===== src/rtl/mux_channel_scanner.sv =====
// Steps a 16:1 two-level mux through all channels, samples each after a settle
// window and presents the 16-bit snapshot on a valid/ready port. Optional parity: MUX_SCAN_PARITY_EN.
module mux_channel_scanner #(
    parameter int unsigned SETTLE_CYCLES = 1
) (
    input  logic        clk,
    input  logic        rst_n,
    input  logic        start,
    input  logic        cont,
    input  logic        mux_out,
    output logic [1:0]  sel_lo,
    output logic [1:0]  sel_hi,
    output logic        busy,
    output logic [15:0] data,
    output logic        valid,
    input  logic        ready
`ifdef MUX_SCAN_PARITY_EN
    ,
    output logic        parity
`endif
);

    typedef enum logic [1:0] {
        IDLE,
        SETTLE,
        SAMPLE,
        DONE
    } state_t;

    localparam logic [3:0] CNT_LAST = 4'(SETTLE_CYCLES - 1);

    state_t      state_q, state_d;
    logic [3:0]  ch_q, ch_d;
    logic [3:0]  cnt_q, cnt_d;
    logic [15:0] shift_q, shift_d;
    logic [15:0] data_q, data_d;
    logic        valid_q, valid_d;
`ifdef MUX_SCAN_PARITY_EN
    logic        parity_q, parity_d;
`endif

    always_comb begin
        state_d = state_q;
        ch_d    = ch_q;
        cnt_d   = cnt_q;
        shift_d = shift_q;
        data_d  = data_q;
        valid_d = valid_q;
`ifdef MUX_SCAN_PARITY_EN
        parity_d = parity_q;
`endif
        case (state_q)
            IDLE: begin
                ch_d = '0;
                if (start) begin
                    state_d = SETTLE;
                    cnt_d   = '0;
                end
            end
            SETTLE: begin
                cnt_d = cnt_q + 4'd1;
                if (cnt_q == CNT_LAST) begin
                    state_d = SAMPLE;
                end
            end
            SAMPLE: begin
                shift_d[ch_q] = mux_out;
                if (ch_q != 4'd15) begin
                    ch_d    = ch_q + 4'd1;
                    cnt_d   = '0;
                    state_d = SETTLE;
                end else begin
                    // publish from shift_d so the channel-15 bit lands in this snapshot
                    data_d  = shift_d;
                    valid_d = 1'b1;
                    ch_d    = '0;
                    state_d = DONE;
`ifdef MUX_SCAN_PARITY_EN
                    parity_d = ^shift_d;
`endif
                end
            end
            DONE: begin
                if (ready) begin
                    valid_d = 1'b0;
                    if (cont) begin
                        state_d = SETTLE;
                        ch_d    = '0;
                        cnt_d   = '0;
                    end else begin
                        state_d = IDLE;
                    end
                end
            end
            default: state_d = IDLE;
        endcase
    end

    always_ff @(posedge clk or negedge rst_n) begin
        if (!rst_n) begin
            state_q <= IDLE;
            ch_q    <= '0;
            cnt_q   <= '0;
            shift_q <= '0;
            data_q  <= '0;
            valid_q <= 1'b0;
`ifdef MUX_SCAN_PARITY_EN
            parity_q <= 1'b0;
`endif
        end else begin
            state_q <= state_d;
            ch_q    <= ch_d;
            cnt_q   <= cnt_d;
            shift_q <= shift_d;
            data_q  <= data_d;
            valid_q <= valid_d;
`ifdef MUX_SCAN_PARITY_EN
            parity_q <= parity_d;
`endif
        end
    end

    assign sel_lo = ch_q[1:0];
    assign sel_hi = ch_q[3:2];
    assign busy   = (state_q == SETTLE) || (state_q == SAMPLE);
    assign data   = data_q;
    assign valid  = valid_q;
`ifdef MUX_SCAN_PARITY_EN
    assign parity = parity_q;
`endif

endmodule

===== config.mk =====
export PLATFORM = sky130hd
export DESIGN_NAME = mux_channel_scanner
export DESIGN_NICKNAME = d
export VERILOG_FILES = /design/src/rtl/mux_channel_scanner.sv
export SDC_FILE = /design/constraint.sdc
export NUM_CORES = 1
export LEC_CHECK = 0
export ABC_AREA = 1
export BUFFER_PORTS_ARGS = -buffer_cell sky130_fd_sc_hd__buf_2
export CORE_MARGIN = 2
export CORE_UTILIZATION = 57
export DETAILED_ROUTE_END_ITERATION = 12
export PLACE_DENSITY = 0.79
export SLEW_MARGIN = 0
export SYNTH_ARGS = -nofsm -noshare
export SYNTH_HDL_FRONTEND = slang
export SYNTH_SLANG_ARGS = --single-unit
export TNS_END_PERCENT = 20

===== constraint.sdc =====
create_clock -name clk -period 1.95 [get_ports clk]
set_input_delay 0.2925 -clock clk [delete_from_list [all_inputs] [get_ports clk]]
set_output_delay 0.2925 -clock clk [all_outputs]
set_load 0.05 [all_outputs]

[Word-level counts from Yosys, hierarchy flattened]
Index checks and enable logic that the tools add are counted.
Word-level totals
  flip-flop bits (word level): 43
  bits of input ports: 6
  output and inout bits: 22
  logic and storage cells: 51
Operators by class
  add/subtract/negate cells: 2
  magnitude comparators: 2
  eq/ne operators: 10
  mux-type cells: 19
  bitwise logic cells: 1
  reduce and logical (&&, ||, !) cells: 11
Operators with widths (number)
  4-bit 2-to-1 mux: 5
  16-bit bitwise mux: 1
  4-bit case mux with 4 select lines: 1
  2-bit inequality test, second input constant: 6
  4-bit case mux with 3 select lines: 1
  3-bit AND reduction: 3
  4-bit by 1-bit adder with 4-bit output, second input constant: 2
  2-bit 2-to-1 mux: 4
  2-bit case mux with 4 select lines: 1
  4-bit by 5-bit < comparator with 1-bit output, second input constant: 1
  1-bit demux with 4-bit select: 1
  2-bit equality test, second input constant: 2
  4-bit by 1-bit greater-or-equal comparator with 1-bit output, second input constant: 1
  4-bit zero test: 1
  1-bit 2-to-1 mux: 4
  4-bit inequality test, second input constant: 1
  4-bit AND reduction: 1
  3-bit nonzero test: 1
  2-bit by 1-bit equality test with 1-bit output, second input constant: 1
  2-bit zero test: 1
  1-bit case mux with 2 select lines: 1
  2-bit AND reduction: 1
  2-bit nonzero test: 1
  1-bit logical AND: 1
  2 further kinds: 2

[Longest topological paths before layout]
  depth in word-level cells: 5
  depth in mapped cells: 10
  depth with buffers taken out: 8

[Worst setup path after synthesis]
OpenSTA, ideal clock, no wires.
  path type: reg-to-reg
  from: register ch_q[1]
  to: register data_q[10] (netlist: data[10])
  setup time: 0.123 ns
  data arrival time: 1.684 ns
  data required time: 1.827 ns
  setup slack: 0.142 ns
  cell stages (with the launch flop): 9
  path buffers: 2
  period minus slack after synthesis: 1.808 ns
  cells stage by stage: dfrtp_1 > ha_1 > nand3_2 > nor2_4 > inv_2 > buf_6 > buf_6 > nand2_1 > o21ai_1
Between the ends
  cells in the longest elaborated chain, start to end: 5
  elaborated cells between the ends (all ways): 9
  those cells by class: 2 x order compare; 1 x eq/ne; 3 x mux; 1 x bitwise; 2 x reduce/logical
Ends and longest elaborated chain
  from (decl): line 33  | logic [3:0] ch_q, ch_d;
  from (signal assigned): line 112  | ch_q <= ch_d;
  4-bit by 5-bit < comparator with 1-bit output (implied by the code) or 4-bit by 1-bit greater-or-equal comparator with 1-bit output (tied branches): line 67  | shift_d[ch_q] = mux_out;
  1-bit logical AND (implied by the code): line 67
  1-bit 2-to-1 mux (implied by the code): line 67
  1-bit demux with 4-bit select: line 67
  16-bit bitwise mux: line 67
  to (signal assigned): line 115  | data_q <= data_d;
  to (decl): line 36  | logic [15:0] data_q, data_d;
Several ways; a longest one is shown, not always the timed one.
A chain may end at the register's enable or synchronous reset.

[Worst setup path in the final report]
  from: register state_q[0]
  to: output busy
Between the ends
  cells in the longest elaborated chain, start to end: 2
  elaborated cells between the ends (all ways): 3
  those cells by class: 2 x eq/ne; 1 x reduce/logical
Ends and longest elaborated chain
  from (decl): line 32  | state_t state_q, state_d;
  from (signal assigned): line 111  | state_q <= state_d;
  2-bit by 1-bit equality test with 1-bit output or 2-bit equality test (tied branches): line 125  | assign busy = (state_q == SETTLE) || (state_q == SAMPLE);
  1-bit logical OR (*): line 125
  to (decl): line 13  | output logic busy,
Mark *: on every way between the ends. The rest lies on a longest branch, timed or not.

==> out/qor.yml <==
p_leak_nw: 1.290
ys_seq_area_share_pct: 48.53
ys_async_sr_fraction_pct: 100.0
yosysWarnings: 0
setup_viol: 0
drive_above_1_share_pct: 13.95
required_ps: 1660
dieArea_um2: 4309
placement_rows: 22
cp_slowest_stage_delay_ps: 500
overflow: 0
maxCapViolations: 0
fillers: 303
yosys-top-cells-area: "dfrtp_1 49%, nand2_1 14%, o21ai_0 9.5%"
syn_area_um2: 2166
grt_pass1_vias: 1711
globalplace.congestion: 0.8237
cts_tree: "yes"
hold_class: "primary input to flop"
grt_util_all_layers_pct: 23.85
setup-tns-final_ps: 0
slew_violations: 0
fin_crit_ps: 1721
postCtsSetupRepairBufs: 0
synth_edf_count: 0
ir_drop_v: 0.001051
tightestPinTransition_ps: 471.4
critPathTopFamily: "flip-flops"
initial_core_util_pct: 59.16
clock_latency_ps: 290
syn-num-nets: 288
postRouteAntennaNets: 0
clk_pin_slew_ps: 80
yosysMostFrequentCell: "nand2_1"
p_total_mw: 2.973
viasPerCell: 5.198
rsz0062_at_grt: "false"
grt_max_degree: 29
cp-end-kind: "output pin"
cts_sinks: 42
syn2layout_area_growth_pct: 13.29
setup.worst_path.start_class: "flop"
vias: 1814
cp_max_fo: 8
ys_seq_elements: 42
ctsResizeCount: 0
core-area_um2: 3661
htreeDepth: 2
drt_iter0_drc: 123
synth_top_area_cell: "dfrtp_1"
register_area_um2: 1051
wl_per_cell_um: 12.44
crit_buf_inv: 2
crit_chain: "inv_1 -> ha_1 -> buf_2"
die_width_um: 65.64
synth_top_area_share_pct: 48.53
grt_pass1_wl_um: 7769
p_per_area_nw_per_um2: 1212
slowest_stage: "dfrtp_1"
yosys-top-cells-count: "82 x nand2_1, 42 x dfrtp_1, 41 x o21ai_0"
avgSynthCellArea_um2: 7.992
cts-root-buf: "clkbuf_8"
first_pass_iters: 4
outcome: "finished clean"
dpl.hpwl_um: 3166
yosysUniqueCellTypes: 21
multiInputGateArea_um2: 910.9
antenna_found_initial: 0
fin_crit_sh_pct: 88.26
totalWireLength_um: 4342
holdWs_ps: 310.3
synth_cells: 271
numPortBuffers: 27
die_h_um: 65.64
cts_made_buffers: 5
critical_path_class: "flop to output pin"
maxSlewHeadroom_pct: 68.57
io_pins: 28
diodes: 0
clk_path_buf_depth: 2
max_freq_mhz: 581.1
worstPathArrival_ps: 1430
drc: 0
ys.flop_type: "dfrtp_1"
hold_violations: 0
skew_ps: 4.455
final_nets: 317
-- worst paths after layout --
kind	start	slack, ps	cells after the start	to
setup / recovery	state_q[0]	230	3	busy
hold / removal	ready	310	3	valid
setup reg to reg	ch_q[0]	280	6	data[6]
hold reg to reg	data[15]	480	2	data[15]
max in group asynchronous	rst_n	990	3	ch_q[2]
min in group asynchronous	rst_n	480	2	shift_q[0]
-- final cells by class --
| type | instances | share of cell area, % |
|---|---|---|
| clock buffer | 5 | 2.805 |
| timing repair buffer | 31 | 7.343 |
| sequential | 42 | 42.84 |
| inverter | 38 | 5.813 |
| multi-input combinational | 182 | 37.12 |
| clock inverter | 3 | 1.632 |
| tap | 48 | 2.448 |
-- layer usage --
layer / track usage, % / vias up / wire (µm)
li1: - / 915 / -
met1: 31.77 / 856 / 2023
met2: 37.88 / 37 / 2086
met3: 4.623 / 6 / 160
met4: 10.16 / 0 / 72
met5: 0 / - / 0
-- cells in the final DEF (no fill, tap or decap) --
master	count
nand2_1	82
dfrtp_1	42
o21ai_0	41
inv_1	36
nand3_1	27
buf_2	27
ha_1	11
nor2_1	6
o21ai_1	5
clkbuf_8	5
inv_2	2
a21oi_1	2
xor2_1	2
clkinv_2	2
buf_4	2
nand3_2	1
nor2_4	1
nand4_1	1
and3_1	1
o211ai_1	1
xnor2_1	1
bufinv_16	1
dlygate4sd3_1	1
buf_12	1
-- repair_timing --
| action | in CTS | in global routing |
|---|---|---|
| hold buffers | 1 | 0 |
| endpoints found under the setup margin | 0 | 0 |
| endpoints found under the hold margin | 18 | 0 |
-- metrics by stage --
step	area, µm²	setup WS [ps]	util (%)	cells
after detailed placement	2335	314.7	63.77	340
after floorplan	2166	142.2	-	271
final	2454	229.0	67.02	349
after global placement	2335	349.1	63.77	340
after CTS	2454	236.2	67.02	349
after global routing	2454	63.17	67.02	349
-- sequential cells by signal, indices dropped and copies added, names as in the netlist --
name	count
valid	1
ch_q	4
shift_q	15
cnt_q	4
data	16
state_q	2
-- power by group --
part | total (mW) | switching [mW] | internal [mW]
Combinational | 1.12 | 0.779 | 0.342
Clock | 0.669 | 0.292 | 0.377
Sequential | 1.18 | 0.138 | 1.05
Total | 2.97 | 1.21 | 1.76
-- logic make-up (layout without fill, tap and decap cells) --
logic type,Yosys count,after routing,share of synthesized area [%]
buffers and inverters,47,77,9.416
AND/OR/NAND/NOR,119,119,23.05
adder cells (fa/ha/maj),11,11,6.355
flip-flops,42,42,48.53
AO/OA/AOI/OAI,49,49,11.44
XOR/XNOR,3,3,1.213
-- worst reg2reg max path, cell delays in order (launching register included) --
cell and delay, ps:
dfrtp_1 430, ha_1 310, nand3_2 150, nor2_4 240
inv_2 220, nand2_1 110, o21ai_0 90
No activity file was read; power rests on OpenSTA's default activity.
